===== src/rtl/irq_ctrl.sv =====
// PDP-8 program-interrupt controller: ION/IOF enable FSM, request collection, forced-JMS override.
// Optional device mask register enabled by defining IRQ_MASK_EN.
module irq_ctrl #(
  parameter int NIRQ = 8
) (
  input  logic            CLK,
  input  logic            RESET_N,
  input  logic            ckFetch,
  input  logic            instDone,
  input  logic [NIRQ-1:0] irqLines,
  input  logic            iopION,
  input  logic            iopIOF,
  input  logic            iopSKON,
  input  logic            iopSRQ,
  input  logic            iopCAF,
  input  logic            iopMSK,
  input  logic [11:0]     busAC,
  output logic            irqOverride,
  output logic            irqTaken,
  output logic            skip,
  output logic            ionFlag,
  output logic            intPending,
  output logic [1:0]      dbgState
);

  typedef enum logic [1:0] {
    stOff  = 2'd0,
    stArm  = 2'd1,
    stWait = 2'd2,
    stOn   = 2'd3
  } ionState_t;

  ionState_t       state, stateNext;
  logic            lastCkFetch;
  logic            fetchEdge;
  logic            take;
  logic            anyReq;
  logic [NIRQ-1:0] mask;
  logic            unusedBits;

`ifdef IRQ_MASK_EN
  always_ff @(posedge CLK or negedge RESET_N) begin
    if (!RESET_N) begin
      mask <= '1;
    end else if (iopCAF) begin
      mask <= '1;
    end else if (iopMSK) begin
      mask <= busAC[NIRQ-1:0];
    end
  end
`else
  assign mask = '1;
`endif

  assign unusedBits = ^{busAC, iopMSK};

  assign anyReq    = |(irqLines & mask);
  assign fetchEdge = ckFetch & ~lastCkFetch;
  assign take      = fetchEdge & irqOverride;

  always_ff @(posedge CLK or negedge RESET_N) begin
    if (!RESET_N) begin
      state <= stOff;
    end else begin
      state <= stateNext;
    end
  end

  // ION needs two instDone pulses: its own completion, then one more instruction.
  always_comb begin
    stateNext = state;
    if (iopION && state != stOn) begin
      stateNext = instDone ? stWait : stArm;
    end else if (state == stArm && instDone) begin
      stateNext = stWait;
    end else if (state == stWait && instDone) begin
      stateNext = stOn;
    end
    if (iopIOF || iopCAF || iopSKON || take) begin
      stateNext = stOff;
    end
  end

  always_ff @(posedge CLK or negedge RESET_N) begin
    if (!RESET_N) begin
      lastCkFetch <= 1'b0;
      irqOverride <= 1'b0;
      irqTaken    <= 1'b0;
      skip        <= 1'b0;
      intPending  <= 1'b0;
    end else begin
      lastCkFetch <= ckFetch;
      // Frozen while ckFetch is high so the instruction register sees a stable value.
      if (!ckFetch) begin
        irqOverride <= (state == stOn) & anyReq;
      end
      irqTaken   <= take;
      skip       <= (iopSKON & (state == stOn)) | (iopSRQ & intPending);
      intPending <= anyReq;
    end
  end

  assign ionFlag  = (state == stOn);
  assign dbgState = state;

endmodule


===== config.mk =====
export PLATFORM = sky130hd
export DESIGN_NAME = irq_ctrl
export DESIGN_NICKNAME = d
export VERILOG_FILES = /design/src/rtl/irq_ctrl.sv
export SDC_FILE = /design/constraint.sdc
export NUM_CORES = 1
export LEC_CHECK = 0
export ABC_AREA = 1
export ABC_CLOCK_PERIOD_IN_PS = 900
export CAP_MARGIN = 20
export CORE_MARGIN = 1.5
export CORE_UTILIZATION = 24
export DETAILED_ROUTE_END_ITERATION = 10
export PLACE_DENSITY = 0.75
export SETUP_SLACK_MARGIN = 0.4
export SYNTH_ARGS = -nofsm -noshare
export SYNTH_HDL_FRONTEND = slang
export SYNTH_SLANG_ARGS = --single-unit
export TNS_END_PERCENT = 1

===== constraint.sdc =====
create_clock -name CLK -period 0.9 [get_ports CLK]
set_input_delay 0.18 -clock CLK [delete_from_list [all_inputs] [get_ports CLK]]
set_output_delay 0.18 -clock CLK [all_outputs]
set_load 0.02 [all_outputs]

# Word-level counts from Yosys, hierarchy flattened
# Cells that the tools add are included.
# totals
ff_bits,7
latch_bits,0
n_memories,0
rom_bits,0
ramBits,0
output_inout_bits,7
# classes
n_div,0
n_bitwise,7
magnitude_cmp,0
n_addsub,0
mux,5
n_mul,0
n_reduce_logical,8
n_eq_ne,4
shift,0
# op_table
cell,count
$mux 2,5
$reduce_or 8->1,1
$and 1x1->1,5
$eq 2x2->1 const B,2
$reduce_bool 4->1,1
$logic_and 1x1->1,3
$logic_or 1x1->1,3
$eq 2x1->1 const B,1
$ne 2x2->1 const B,1
$not 1->1,1
$or 1x1->1,1

# Logic depth before layout (Yosys ltp)
# logic_depth
depth_word,6
mapped_depth,7

# Worst setup path after synthesis
# Ideal clock, no wire load.
# synth_path
path_kind,register to register
startpoint,reg state[0] (netlist: dbgState[0])
endpoint,reg state[0] (netlist: dbgState[0])
path_stages_with_launch,8
t_arrival_ns,0.966
synth_period_minus_slack_ns,1.084
path_buffers,0
setup_slack_ns,-0.184
path_cell_list,dfrtp_1 nand2_2 nand2_2 nand2_2 inv_2 nand3_1 nand2_1 nand2_1
# synth_via
elab_chain_len,5
word_cells_on_any_way,10
# synth_lines
element,line,rtl
from (decl),33,"ionState_t state, stateNext;"
from (signal assigned),63,state <= stOff;
from (signal assigned),65,state <= stateNext;
$eq 2x1->1,74,end else if (state == stArm && instDone) begin
$logic_and 1x1->1,74,
$mux 2,74,
$mux 2,72,if (iopION && state != stOn) begin
$mux 2,79,if (iopIOF || iopCAF || iopSKON || take) begin
# Several ways; a longest one is shown, not always the timed one.
# A chain may end at the register's enable or synchronous reset.

# Worst setup path after layout
# layout_path
startpoint,reg state[1] (netlist: dbgState[1])
endpoint,out ionFlag
# layout_via
elab_chain_len,1
# layout_lines
element,line,rtl
$eq 2x2->1,103,assign ionFlag = (state == stOn);
to (decl),21,"output logic ionFlag,"
# No other way between the ends.

==> results.py <==
metrics = {
    "outcome": {
        "violations": "hold timing, setup timing",
        "status": "complete, but fails checks",
    },
    "setup_path": {
        "worst_setup_path_end_kind": "output port",
        "arrival_ns": 0.92,
        "critPathKind": "flip-flop to output port",
        "crit_buf_inv": 2,
        "worst-path-max-fanout": 4,
        "cp-start-kind": "flip-flop",
        "cp_slowest_cell": "dfrtp_2",
        "cp_top_family": "flip-flops",
        "cpPeakStageDelay_ns": 0.42,
        "crit_required_ns": 0.72,
        "path_cells": "nand2_2, inv_2, buf_6",
    },
    "yosys": {
        "synth.distinct_cells": 14,
        "ys_ff_latch": 7,
        "ys.warnings.count": 0,
        "seq_area_frac_synth": 0.4930,
        "syn_inst": 46,
        "syn-num-nets": 76,
        "synth.cell_area_sq_um": 355.3,
        "avgSynthCellArea_sq_um": 7.725,
    },
    "sta": {
        "worst_pin_slew_ns": 0.3403,
        "drv_slew": 0,
        "period_needed_ns": 1.103,
        "final.setup.worst_slack_ns": -0.2032,
        "relSlewSlack": 0.7727,
        "finClkSkew_ns": 0.0007042,
        "timing.fmax_ghz": 0.9065,
        "holdWs_ns": -0.1945,
        "hold_viol": 7,
        "setup_viol": 11,
        "fin_crit_sh": 1.226,
        "rsz0062_at_grt": "yes",
        "setup_tns_ns": -1.121,
    },
    "cells_and_area": {
        "regArea_sq_um": 178.9,
        "multi_input_area_sq_um": 165.2,
        "area_growth_pct": 95.42,
        "layout-drive-gt1-share": 0.3580,
        "fillers": 136,
        "fin_nets": 112,
        "final_cells": 96,
        "antennaDiodeCount": 0,
    },
    "power_and_ir_drop": {
        "cellInternalPower_w": 0.0005777,
        "finalPower_w": 0.0007620,
        "ir_drop_uv": 560.8,
        "p_per_area_mw_per_mm2": 1097,
        "power_leakage_nw": 0.3752,
        "power_switching_share": 0.2418,
        "pwr-share-seq": 0.432,
        "p_comb_frac": 0.186,
        "clock_power_share": 0.381,
        "p_sw_w": 0.0001842,
    },
    "place": {
        "dp_slack_ns": -0.4235,
        "port_buffers": 23,
        "hpwl_microns": 776.9,
        "dp_cells": 92,
        "place_congestion": 0.7507,
    },
    "cts": {
        "root_buffer": "clkbuf_4",
        "clk_path_buf_depth": 2,
        "cts_tree": "yes",
        "cts_htree_levels": 1,
        "clkTransAtPathRegs_ns": 0.05,
        "numCtsBuffers": 3,
        "cts-hold-fix-buffers": 0,
        "clock_sinks": 7,
        "worstSkewPairLatency_ns": 0.25,
    },
    "grt": {
        "grt_max_degree": 8,
        "grt_use_total": 0.1338,
        "grt_overflow": 0,
        "grt_pass1_vias": 412,
        "grt_pass1_wl_microns": 1711,
        "antenna_found_initial": 0,
    },
    "job": {
        "drv_cap": 0,
    },
    "die": {
        "die_x_microns": 41.48,
        "coreArea_sq_mm": 0.001334,
        "die_area_sq_mm": 0.001721,
        "placementRows": 13,
        "start_util": 0.2664,
        "die_height_microns": 41.48,
        "io_pins": 37,
    },
    "drt": {
        "dr.pass1.iters": 1,
        "route.detailed.drc": 0,
        "routed_via_density": 4.552,
        "drtIter0Drc": 0,
        "finalWirelength_microns": 989,
        "wire_per_inst_microns": 10.30,
        "vias": 437,
        "postRouteAntennaNets": 0,
    },
    "min_path": {
        "hp-class": "input pin to asynchronous set/reset pin",
    },
}
==> cell type report <==
| cell class | instances | share of cell area |
|---|---|---|
| clock buffer | 4 | 0.03784 |
| inverter | 7 | 0.03784 |
| multi-input combinational | 32 | 0.2378 |
| sequential | 7 | 0.2577 |
| tap | 15 | 0.02703 |
| timing repair buffer | 31 | 0.4018 |
==> final timing paths <==
path / start / end / slack (ns) / cells after the start
setup / recovery: dbgState[1] / ionFlag / -0.20 / 3
hold / removal: RESET_N / skip / -0.19 / 1
setup reg to reg: dbgState[1] / dbgState[0] / -0.18 / 7
hold reg to reg: lastCkFetch / irqTaken / 0.43 / 1
max in group asynchronous: RESET_N / irqOverride / 0.82 / 1
min in group CLK: irqLines[1] / intPending / 0.21 / 5
==> state kept, by name, summed over array words and instances, names as in the netlist <==
register,flops
dbgState,2
intPending,1
irqOverride,1
irqTaken,1
lastCkFetch,1
skip,1
==> through the flow <==
stage | cell area [sq um] | utilization
CTS | 666.9 | 0.5000
floorplan | 359.1 | -
detailed placement | 668.1 | 0.5009
global route | 694.4 | 0.5206
global placement | 668.1 | 0.5009
finish | 694.4 | 0.5206
==> power by group through the flow <==
| stage | sequential (W) | combinational, W | clock (W) |
|---|---|---|---|
| 2_1_floorplan | 0.000343 | 0.0000316 | 0 |
| 3_3_place_gp | 0.000334 | 0.000149 | 0 |
| 3_5_place_dp | 0.000335 | 0.000152 | 0 |
| 4_1_cts | 0.000329 | 0.000143 | 0.000304 |
| 5_1_grt | 0.000330 | 0.000157 | 0.000312 |
| 6_report | 0.000330 | 0.000142 | 0.000290 |
==> cell usage after synthesis <==
cell type | n | area, sq um
nand3b_1 | 1 | 7.510
dfrtp_1 | 7 | 175.2
a21oi_1 | 1 | 5.000
nor2_1 | 10 | 37.54
inv_1 | 6 | 22.52
o211ai_1 | 1 | 7.510
or2_1 | 1 | 6.260
a32o_1 | 1 | 10.01
nand2_1 | 8 | 30.03
nand4_1 | 1 | 6.260
inv_2 | 1 | 3.750
o21ai_1 | 1 | 5.000
nand2_2 | 3 | 18.77
nand3_1 | 4 | 20.02
==> layout by cell type (no fill, tap or decap), types with 2 or more instances in the layout <==
cell type        n
buf_2            5
buf_4            7
buf_6            3
clkbuf_4         3
clkdlybuf4s50_1  7
dfrtp_1          4
dfrtp_2          3
dlygate4sd2_1    4
dlymetal6s2s_1   5
inv_1            4
inv_2            3
nand2_1          8
nand2_2          2
nand3_1          4
nor2_1           9
==> repair_timing <==
item	4_1_cts	5_1_grt
buffers inserted	0	0
pin swaps	10	9
endpoints found under the hold margin	0	7
gates resized for setup	38	9
setup endpoints to repair	14	20
==> routing by layer <==
metal / track usage / wire, microns / share of wire / vias to the layer above
li1: - / - / - / 220
met1: 0.1509 / 384 / 0.39 / 193
met2: 0.2125 / 503 / 0.51 / 20
met3: 0.03913 / 78 / 0.079 / 4
met4: 0.09677 / 23 / 0.023 / 0
met5: 0 / 0 / 0 / -
==> logic make-up after synthesis <==
| kind of cell | synth area share |
|---|---|
| flops | 0.4930 |
| compound gates | 0.07745 |
| buf+inv | 0.07393 |
| simple gates | 0.3557 |
Power figures use the tool's default switching activity.
